**src/rtl/urv_dm_arbiter.sv**
```systemverilog
// Arbitrates a single memory port between the core's data interface and a debug host.
// The core wins by default; a waiting host is guaranteed a slot after g_host_starve_limit core grants.
//
//   state     | meaning
//   IDLE      | no transfer; may grant core or host
//   BUSY_CORE | strobing memory on behalf of the core
//   BUSY_HOST | strobing memory on behalf of the host
module urv_dm_arbiter #(
    parameter int g_host_starve_limit = 4,
    parameter int g_timeout           = 255
) (
    input  logic        clk_i,
    input  logic        rst_n_i,

    input  logic [31:0] core_addr_i,
    input  logic [31:0] core_data_s_i,
    input  logic [3:0]  core_select_i,
    input  logic        core_load_i,
    input  logic        core_store_i,
    output logic        core_stall_req_o,
    output logic        core_done_o,
    output logic        core_err_o,
    output logic [31:0] core_data_l_o,

    input  logic        host_req_i,
    input  logic        host_we_i,
    input  logic [31:0] host_addr_i,
    input  logic [31:0] host_data_i,
    input  logic [3:0]  host_sel_i,
    output logic        host_ack_o,
    output logic        host_err_o,
    output logic [31:0] host_data_o,

    output logic [31:0] mem_addr_o,
    output logic [31:0] mem_data_o,
    output logic [3:0]  mem_sel_o,
    output logic        mem_load_o,
    output logic        mem_store_o,
    input  logic        mem_ready_i,
    input  logic [31:0] mem_data_i
);

    typedef enum logic [1:0] {IDLE, BUSY_CORE, BUSY_HOST} state_t;

    localparam logic [7:0] STARVE_LIM = 8'(g_host_starve_limit);
    localparam logic [7:0] TMO_LAST   = 8'(g_timeout - 1);

    state_t      state_q, state_d;
    logic [31:0] addr_q, wdata_q, core_data_q, host_data_q;
    logic [3:0]  sel_q;
    logic        we_q;
    logic [7:0]  starve_q, tmo_q;
    logic        core_done_q, core_err_q, host_ack_q, host_err_q;
    logic        core_req, busy, pulse_active;
    logic        grant_core, grant_host, mem_done, mem_abort;

    assign core_req     = core_load_i | core_store_i;
    assign busy         = (state_q != IDLE);
    // No grant at all while a completion pulse is out: the finished requester
    // still holds its request that cycle and must not be served twice.
    assign pulse_active = core_done_q | host_ack_q;

    always_comb begin
        state_d    = state_q;
        grant_core = 1'b0;
        grant_host = 1'b0;
        mem_done   = 1'b0;
        mem_abort  = 1'b0;
        case (state_q)
            IDLE: begin
                if (!pulse_active) begin
                    if (host_req_i && (!core_req || starve_q == STARVE_LIM)) begin
                        grant_host = 1'b1;
                        state_d    = BUSY_HOST;
                    end else if (core_req) begin
                        grant_core = 1'b1;
                        state_d    = BUSY_CORE;
                    end
                end
            end
            BUSY_CORE, BUSY_HOST: begin
                if (mem_ready_i) begin
                    mem_done = 1'b1;
                    state_d  = IDLE;
                end else if (tmo_q == TMO_LAST) begin
                    mem_abort = 1'b1;
                    state_d   = IDLE;
                end
            end
            default: state_d = IDLE;
        endcase
    end

    always_ff @(posedge clk_i or negedge rst_n_i) begin
        if (!rst_n_i) begin
            state_q     <= IDLE;
            addr_q      <= '0;
            wdata_q     <= '0;
            sel_q       <= '0;
            we_q        <= 1'b0;
            starve_q    <= '0;
            tmo_q       <= '0;
            core_done_q <= 1'b0;
            core_err_q  <= 1'b0;
            host_ack_q  <= 1'b0;
            host_err_q  <= 1'b0;
            core_data_q <= '0;
            host_data_q <= '0;
        end else begin
            state_q     <= state_d;
            core_done_q <= 1'b0;
            core_err_q  <= 1'b0;
            host_ack_q  <= 1'b0;
            host_err_q  <= 1'b0;

            if (state_q == IDLE && !host_req_i)
                starve_q <= '0;

            if (grant_core) begin
                addr_q  <= core_addr_i;
                wdata_q <= core_data_s_i;
                sel_q   <= core_select_i;
                we_q    <= core_store_i;
                tmo_q   <= '0;
                if (host_req_i && starve_q != 8'hFF)
                    starve_q <= starve_q + 8'd1;
            end
            if (grant_host) begin
                addr_q   <= host_addr_i;
                wdata_q  <= host_data_i;
                sel_q    <= host_sel_i;
                we_q     <= host_we_i;
                tmo_q    <= '0;
                starve_q <= '0;
            end

            if (busy && !mem_ready_i)
                tmo_q <= tmo_q + 8'd1;

            if (mem_done || mem_abort) begin
                if (state_q == BUSY_CORE) begin
                    core_done_q <= 1'b1;
                    core_err_q  <= mem_abort;
                    if (mem_done && !we_q)
                        core_data_q <= mem_data_i;
                end else begin
                    host_ack_q <= 1'b1;
                    host_err_q <= mem_abort;
                    if (mem_done && !we_q)
                        host_data_q <= mem_data_i;
                end
            end
        end
    end

    assign core_stall_req_o = core_req & ~core_done_q;
    assign core_done_o      = core_done_q;
    assign core_err_o       = core_err_q;
    assign core_data_l_o    = core_data_q;
    assign host_ack_o       = host_ack_q;
    assign host_err_o       = host_err_q;
    assign host_data_o      = host_data_q;
    assign mem_addr_o       = addr_q;
    assign mem_data_o       = wdata_q;
    assign mem_sel_o        = sel_q;
    assign mem_load_o       = busy & ~we_q;
    assign mem_store_o      = busy & we_q;

endmodule

```
**config.mk**
```make
export PLATFORM = sky130hd
export DESIGN_NAME = urv_dm_arbiter
export DESIGN_NICKNAME = d
export VERILOG_FILES = /design/src/rtl/urv_dm_arbiter.sv
export SDC_FILE = /design/constraint.sdc
export NUM_CORES = 1
export LEC_CHECK = 0
export CAP_MARGIN = 25
export CORE_MARGIN = 2
export CORE_UTILIZATION = 44
export DETAILED_ROUTE_END_ITERATION = 16
export PLACE_DENSITY_LB_ADDON = 0.12
export SLEW_MARGIN = 20
export SYNTH_ARGS = -nofsm -noshare
export SYNTH_HDL_FRONTEND = slang
export SYNTH_SLANG_ARGS = --single-unit
```
**constraint.sdc**
```tcl
create_clock -name clk_i -period 5.4 [get_ports clk_i]
set_input_delay 0.54 -clock clk_i [delete_from_list [all_inputs] [get_ports clk_i]]
set_output_delay 0.54 -clock clk_i [all_outputs]
set_load 0.005 [all_outputs]
```
# ---- Word-level counts from Yosys, hierarchy flattened
# Cells that the tools add are included.
dict set report totals {
  regBits 155
  output_inout_bits 139
}
dict set report classes {
  add_sub_neg 2
  n_eq_ne 8
  mux 41
  bitwise_logic 8
  n_reduce_logical 19
}
# operator n
set op_table {}
lappend op_table {{$mux 32} 4}
lappend op_table {{$mux 8} 7}
lappend op_table {{$mux 1} 22}
lappend op_table {{$add 8x1->8 const B} 2}
lappend op_table {{$mux 2} 5}
lappend op_table {{$reduce_and 3->1} 3}
lappend op_table {{$eq 8x3->1 const B} 1}
lappend op_table {{$eq 8x8->1 const B} 1}
lappend op_table {{$mux 4} 2}
lappend op_table {{$ne 8x8->1 const B} 1}
lappend op_table {{$ne 3x3->1 const B} 2}
lappend op_table {{$logic_and 1x1->1} 5}
lappend op_table {{$logic_not 1->1} 4}
lappend op_table {{$pmux 2 s2} 1}
lappend op_table {{$reduce_bool 2->1} 2}
lappend op_table {{$and 1x1->1} 3}
lappend op_table {{$not 1->1} 3}
lappend op_table {{$reduce_bool 3->1} 1}
lappend op_table {{$eq 2x1->1 const B} 1}
lappend op_table {{$eq 2x2->1 const B} 1}
lappend op_table {{$logic_not 2->1} 1}
lappend op_table {{$logic_or 1x1->1} 2}
lappend op_table {{$ne 2x2->1 const B} 1}
lappend op_table {{$or 1x1->1} 2}
lappend op_table {{$reduce_or 2->1} 1}

# ---- Logic depth before layout (Yosys ltp)
dict set report depth {
  word_depth 10
  depth_mapped 10
  ltp_nobuf 6
}

# ---- Worst setup path after synthesis
# Ideal clock, no wire load.
dict set report synth_path {
  path_kind {register to register}
  from {register state_q[0]}
  to {register addr_q[27] (netlist: mem_addr_o[27])}
  setup_ns 0.126
  t_arrival_ns 2.100
  required_ns 5.274
  slack_ns 3.174
  stages_incl_launch_ff 11
  path_buffers 4
  synth_period_minus_slack_ns 2.226
  path_cell_list {dfrtp_1 -> inv_1 -> ha_1 -> buf_4 -> or3b_1 -> buf_6 -> or2_1 -> buf_2 -> clkbuf_1 -> and2_0 -> a221o_1}
}
dict set report synth_via {
  elab_chain_cells 3
  elab_cells_between_ends 5
  cone_classes {3 x mux; 2 x reduce/logical}
}
# element line
set synth_lines {}
lappend synth_lines {{start: declaration} 48} ;# state_t state_q, state_d;
lappend synth_lines {{start signal: assignment} 110} ;# state_q <= state_d;
lappend synth_lines {{$logic_not 2->1 (*)} 69} ;# case (state_q)
lappend synth_lines {{$mux 1} 69}
lappend synth_lines {{$mux 32 or $reduce_bool 2->1 (tied branches)} -}
lappend synth_lines {{end signal: assignment} 120} ;# addr_q <= core_addr_i;
lappend synth_lines {{end signal: assignment} 129} ;# addr_q <= host_addr_i;
lappend synth_lines {{end: declaration} 49} ;# logic [31:0] addr_q, wdata_q, core_data_q, host_data_q;
# Every way passes the cells marked *; elsewhere a longest branch is shown, timed or not.
# A chain may end at the register's enable or synchronous reset.

# ---- Final worst setup path
dict set report layout_path {
  from {register state_q[1]}
  to {register addr_q[16] (netlist: mem_addr_o[16])}
}
# Same word-level chain as after synthesis.

==> qor.csv <==
stage,metric,value,unit
outcome,status,finished clean,
grt,antenna_found_initial,0,
power_and_ir_drop,vdd_drop_max,292,uV
worst_setup_path,cp_slowest_cell,nor3_4,
grt,grt_first_pass_wirelength,31800,um
finish,nNetsFinal,995,
die,die_x,127,um
synthesis,ys.flop_type,dfrtp_1,
synthesis,yosys.area.top_type,dfrtp_1,
worst_setup_path,critPathKind,reg2reg,
finish,num_antenna_cells,0,
detailed_routing,wl,20600,um
worst_setup_path,crit_cells,6,
die,die_h,127,um
synthesis,yosysWarnings,0,
placement,dpl.hpwl,15000,um
min_path,holdCritPathClass,in2async,
die,start_util,0.453,
finish,final-seq-area,0.00388,mm^2
power_and_ir_drop,leakage,4.36,nW
synthesis,synth.area.top_cells,"dfrtp_1, mux2_2, a221o_1",
worst_setup_path,max_stage_delay,0.67,ns
run,drv_cap,0,
clock_network,clkLatencyLatePin,0.42,ns
synthesis,synth.distinct_cells,49,
worst_setup_path,required,5.75,ns
grt,grt_usage,0.257,
timing,maxSlewHeadroom,0.441,
clock_network,clk_pin_slew_worst_paths,0.06,ns
worst_setup_path,reg2reg_to,mem_addr_o[16]$_DFFE_PN0P_,
worst_setup_path,critical_path.top_delay_family,simple AND/OR/NAND/NOR gates,
timing,rsz0062_at_grt,false,
clock_network,cts_hold_buf,0,
detailed_routing,via_per_inst,5.43,
finish,fin_area,0.0106,mm^2
timing,period_share,0.559,
synthesis,ys_seq_elements,155,
clock_network,cts_buffers,17,
power_and_ir_drop,powerDensity,573,mW/mm^2
worst_setup_path,crit_path_end_kind,flip-flop,
clock_network,clock-root-buffer,clkbuf_16,
worst_setup_path,ff2ff_path_depth,6,
clock_network,cts_resized,0,
worst_setup_path,cp_num_buf_inv,2,
detailed_routing,drt_iter0_drc,395,
synthesis,synthCells,507,
detailed_routing,wl_per_cell,20.4,um
clock_network,post_cts_buffers,0,
timing,slew_violations,0,
finish,syn2layout_area_growth,59.7,%
synthesis,syn_avg_cell_area,13.0,um^2
synthesis,seq_area_frac_synth,0.587,
placement,placedInstanceArea,0.00991,mm^2
timing,skew,0.00921,ns
grt,grt_pass1_vias,5909,
die,dieArea,0.0160,mm^2
grt,grt_max_degree,95,
timing,min_period,3.02,ns
synthesis,synth_edf_count,0,
worst_setup_path,worst_setup_path_start_kind,flip-flop,
worst_setup_path,r2r_start,state_q[1]$_DFFE_PN0P_,
finish,drive_above_1_share,0.134,
synthesis,ys_async_sr_fraction,1.00,
clock_network,cts_tree,built,
worst_setup_path,path_cells,"inv_1, ha_1, or3b_1, nor3_4, buf_4, a221o_1",
detailed_routing,drc,0,
detailed_routing,via_count,5481,
timing,hold_viol,0,
detailed_routing,postRouteAntennaNets,0,
die,num_rows,44,
timing,setup_tns,0,ns
finish,multi_input_area,0.00258,mm^2
die,coreArea,0.0146,mm^2
placement,port_buffers,313,
finish,nFillCells,995,
power_and_ir_drop,power,0.00605,W
placement,place.gp.congestion,0.881,
synthesis,synth_nets,688,
clock_network,htree_levels,4,
worst_setup_path,r2r_setup_slack,2.38,ns
grt,overflow,0,
clock_network,clockBufferDepth,2,
worst_setup_path,arrival,3.37,ns
die,ioPinCount,314,
synthesis,synth_area,0.00661,mm^2
detailed_routing,dr.pass1.iters,5,
worst_setup_path,cp_max_fo,55,
synthesis,synth_top_area_share,0.587,
timing,fmaxAchievable,0.331,GHz
clock_network,clkSinkCount,155,
timing,finalSetupViolCount,0,
timing,tightestPinTransition,0.839,ns
routing by layer:
metal,wire length [um],GRT usage
met1,7740,0.292
met2,10900,0.453
met3,1260,0.0717
met4,709,0.113
met5,0,0
layout by cell type, fill, tap and decap left out, drive strengths merged, types with 3 or more instances in the layout:
cell / n
o21ai: 10
mux2: 64
clkdlybuf4s50: 312
bufinv: 4
a21oi: 5
nand3: 8
nand2: 16
nor3: 6
a311oi: 5
nor2: 14
dfrtp: 155
nor2b: 3
ha: 6
and2: 70
a221o: 69
or3: 3
clkinv: 4
clkbuf: 20
buf: 8
inv: 7
power breakdown:
part / internal [W] / leakage, nW / total (W) / switching [W]
logic: 0.00169 / 2.14 / 0.00277 / 0.00107
clock network: 0.000795 / 0.302 / 0.00126 / 0.000465
registers: 0.00171 / 1.91 / 0.00202 / 0.000314
synth_stat cells, drive strengths merged, types with 3 or more instances:
cell type,count
nor3,6
mux2,64
a221o,69
buf,13
inv,6
dfrtp,155
or3,3
clkbuf,19
nand2,16
a21oi,5
ha,6
nor2,14
nor2b,3
o21ai,10
and2,70
a311oi,5
nand3,8
through the flow:
| step | setup WS (ns) | cells | util | hold WS (ns) |
|---|---|---|---|---|
| detailed placement | 2.24 | 978 | 0.679 | 0.493 |
| CTS | 2.35 | 1009 | 0.722 | 0.239 |
| floorplan | 3.17 | 507 | - | 0.244 |
| global route | 2.22 | 1010 | 0.723 | 0.268 |
| global placement | 2.35 | 977 | 0.678 | 0.468 |
| finish | 2.38 | 1010 | 0.723 | 0.201 |
final cells by class:
cell class              instances  area share
well taps                     184      0.0218
repair buffers                320       0.304
clock inverters                11      0.0159
flip-flops and latches        155       0.368
multi-input cells             314       0.245
inverters                       6     0.00213
clock buffers                  20      0.0433
worst reg2reg max path, cell delays in order (launching register included):
cell and delay (ns):
dfrtp_1 0.37, inv_1 0.10, ha_1 0.32, or3b_1 0.57, nor3_4 0.67, buf_4 0.64, a221o_1 0.29
how the worst max path moves through the flow:
stage                                 end  slack [ns]                    from
2_1_floorplan  mem_addr_o[27]$_DFFE_PN0P_        3.17  state_q[0]$_DFFE_PN0P_
3_3_place_gp   mem_data_o[13]$_DFFE_PN0P_        2.35              host_req_i
3_5_place_dp   mem_addr_o[15]$_DFFE_PN0P_        2.24              host_req_i
4_1_cts        mem_data_o[31]$_DFFE_PN0P_        2.35  state_q[0]$_DFFE_PN0P_
5_1_grt        mem_data_o[10]$_DFFE_PN0P_        2.22  state_q[0]$_DFFE_PN0P_
6_report       mem_addr_o[16]$_DFFE_PN0P_        2.38  state_q[1]$_DFFE_PN0P_
logic make-up (layout without fill, tap and decap cells):
group           after synthesis  in the layout  synth area share
flops                       155            155             0.587
simple gates                134            134             0.117
compound gates              106            106             0.145
mux                          66             66             0.112
buf+inv                      38            357            0.0246
fa+ha+maj                     6              6            0.0114
xor+xnor                      2              2           0.00265
state kept, by name (all words and copies together) (netlist names):
| signal | flops |
|---|---|
| mem_data_o | 32 |
| tmo_q | 8 |
| we_q | 1 |
| starve_q | 8 |
| mem_sel_o | 4 |
| state_q | 2 |
| host_err_o | 1 |
| host_data_o | 32 |
| host_ack_o | 1 |
| core_data_l_o | 32 |
| core_err_o | 1 |
| core_done_o | 1 |
| mem_addr_o | 32 |
Power figures use the tool's default switching activity.
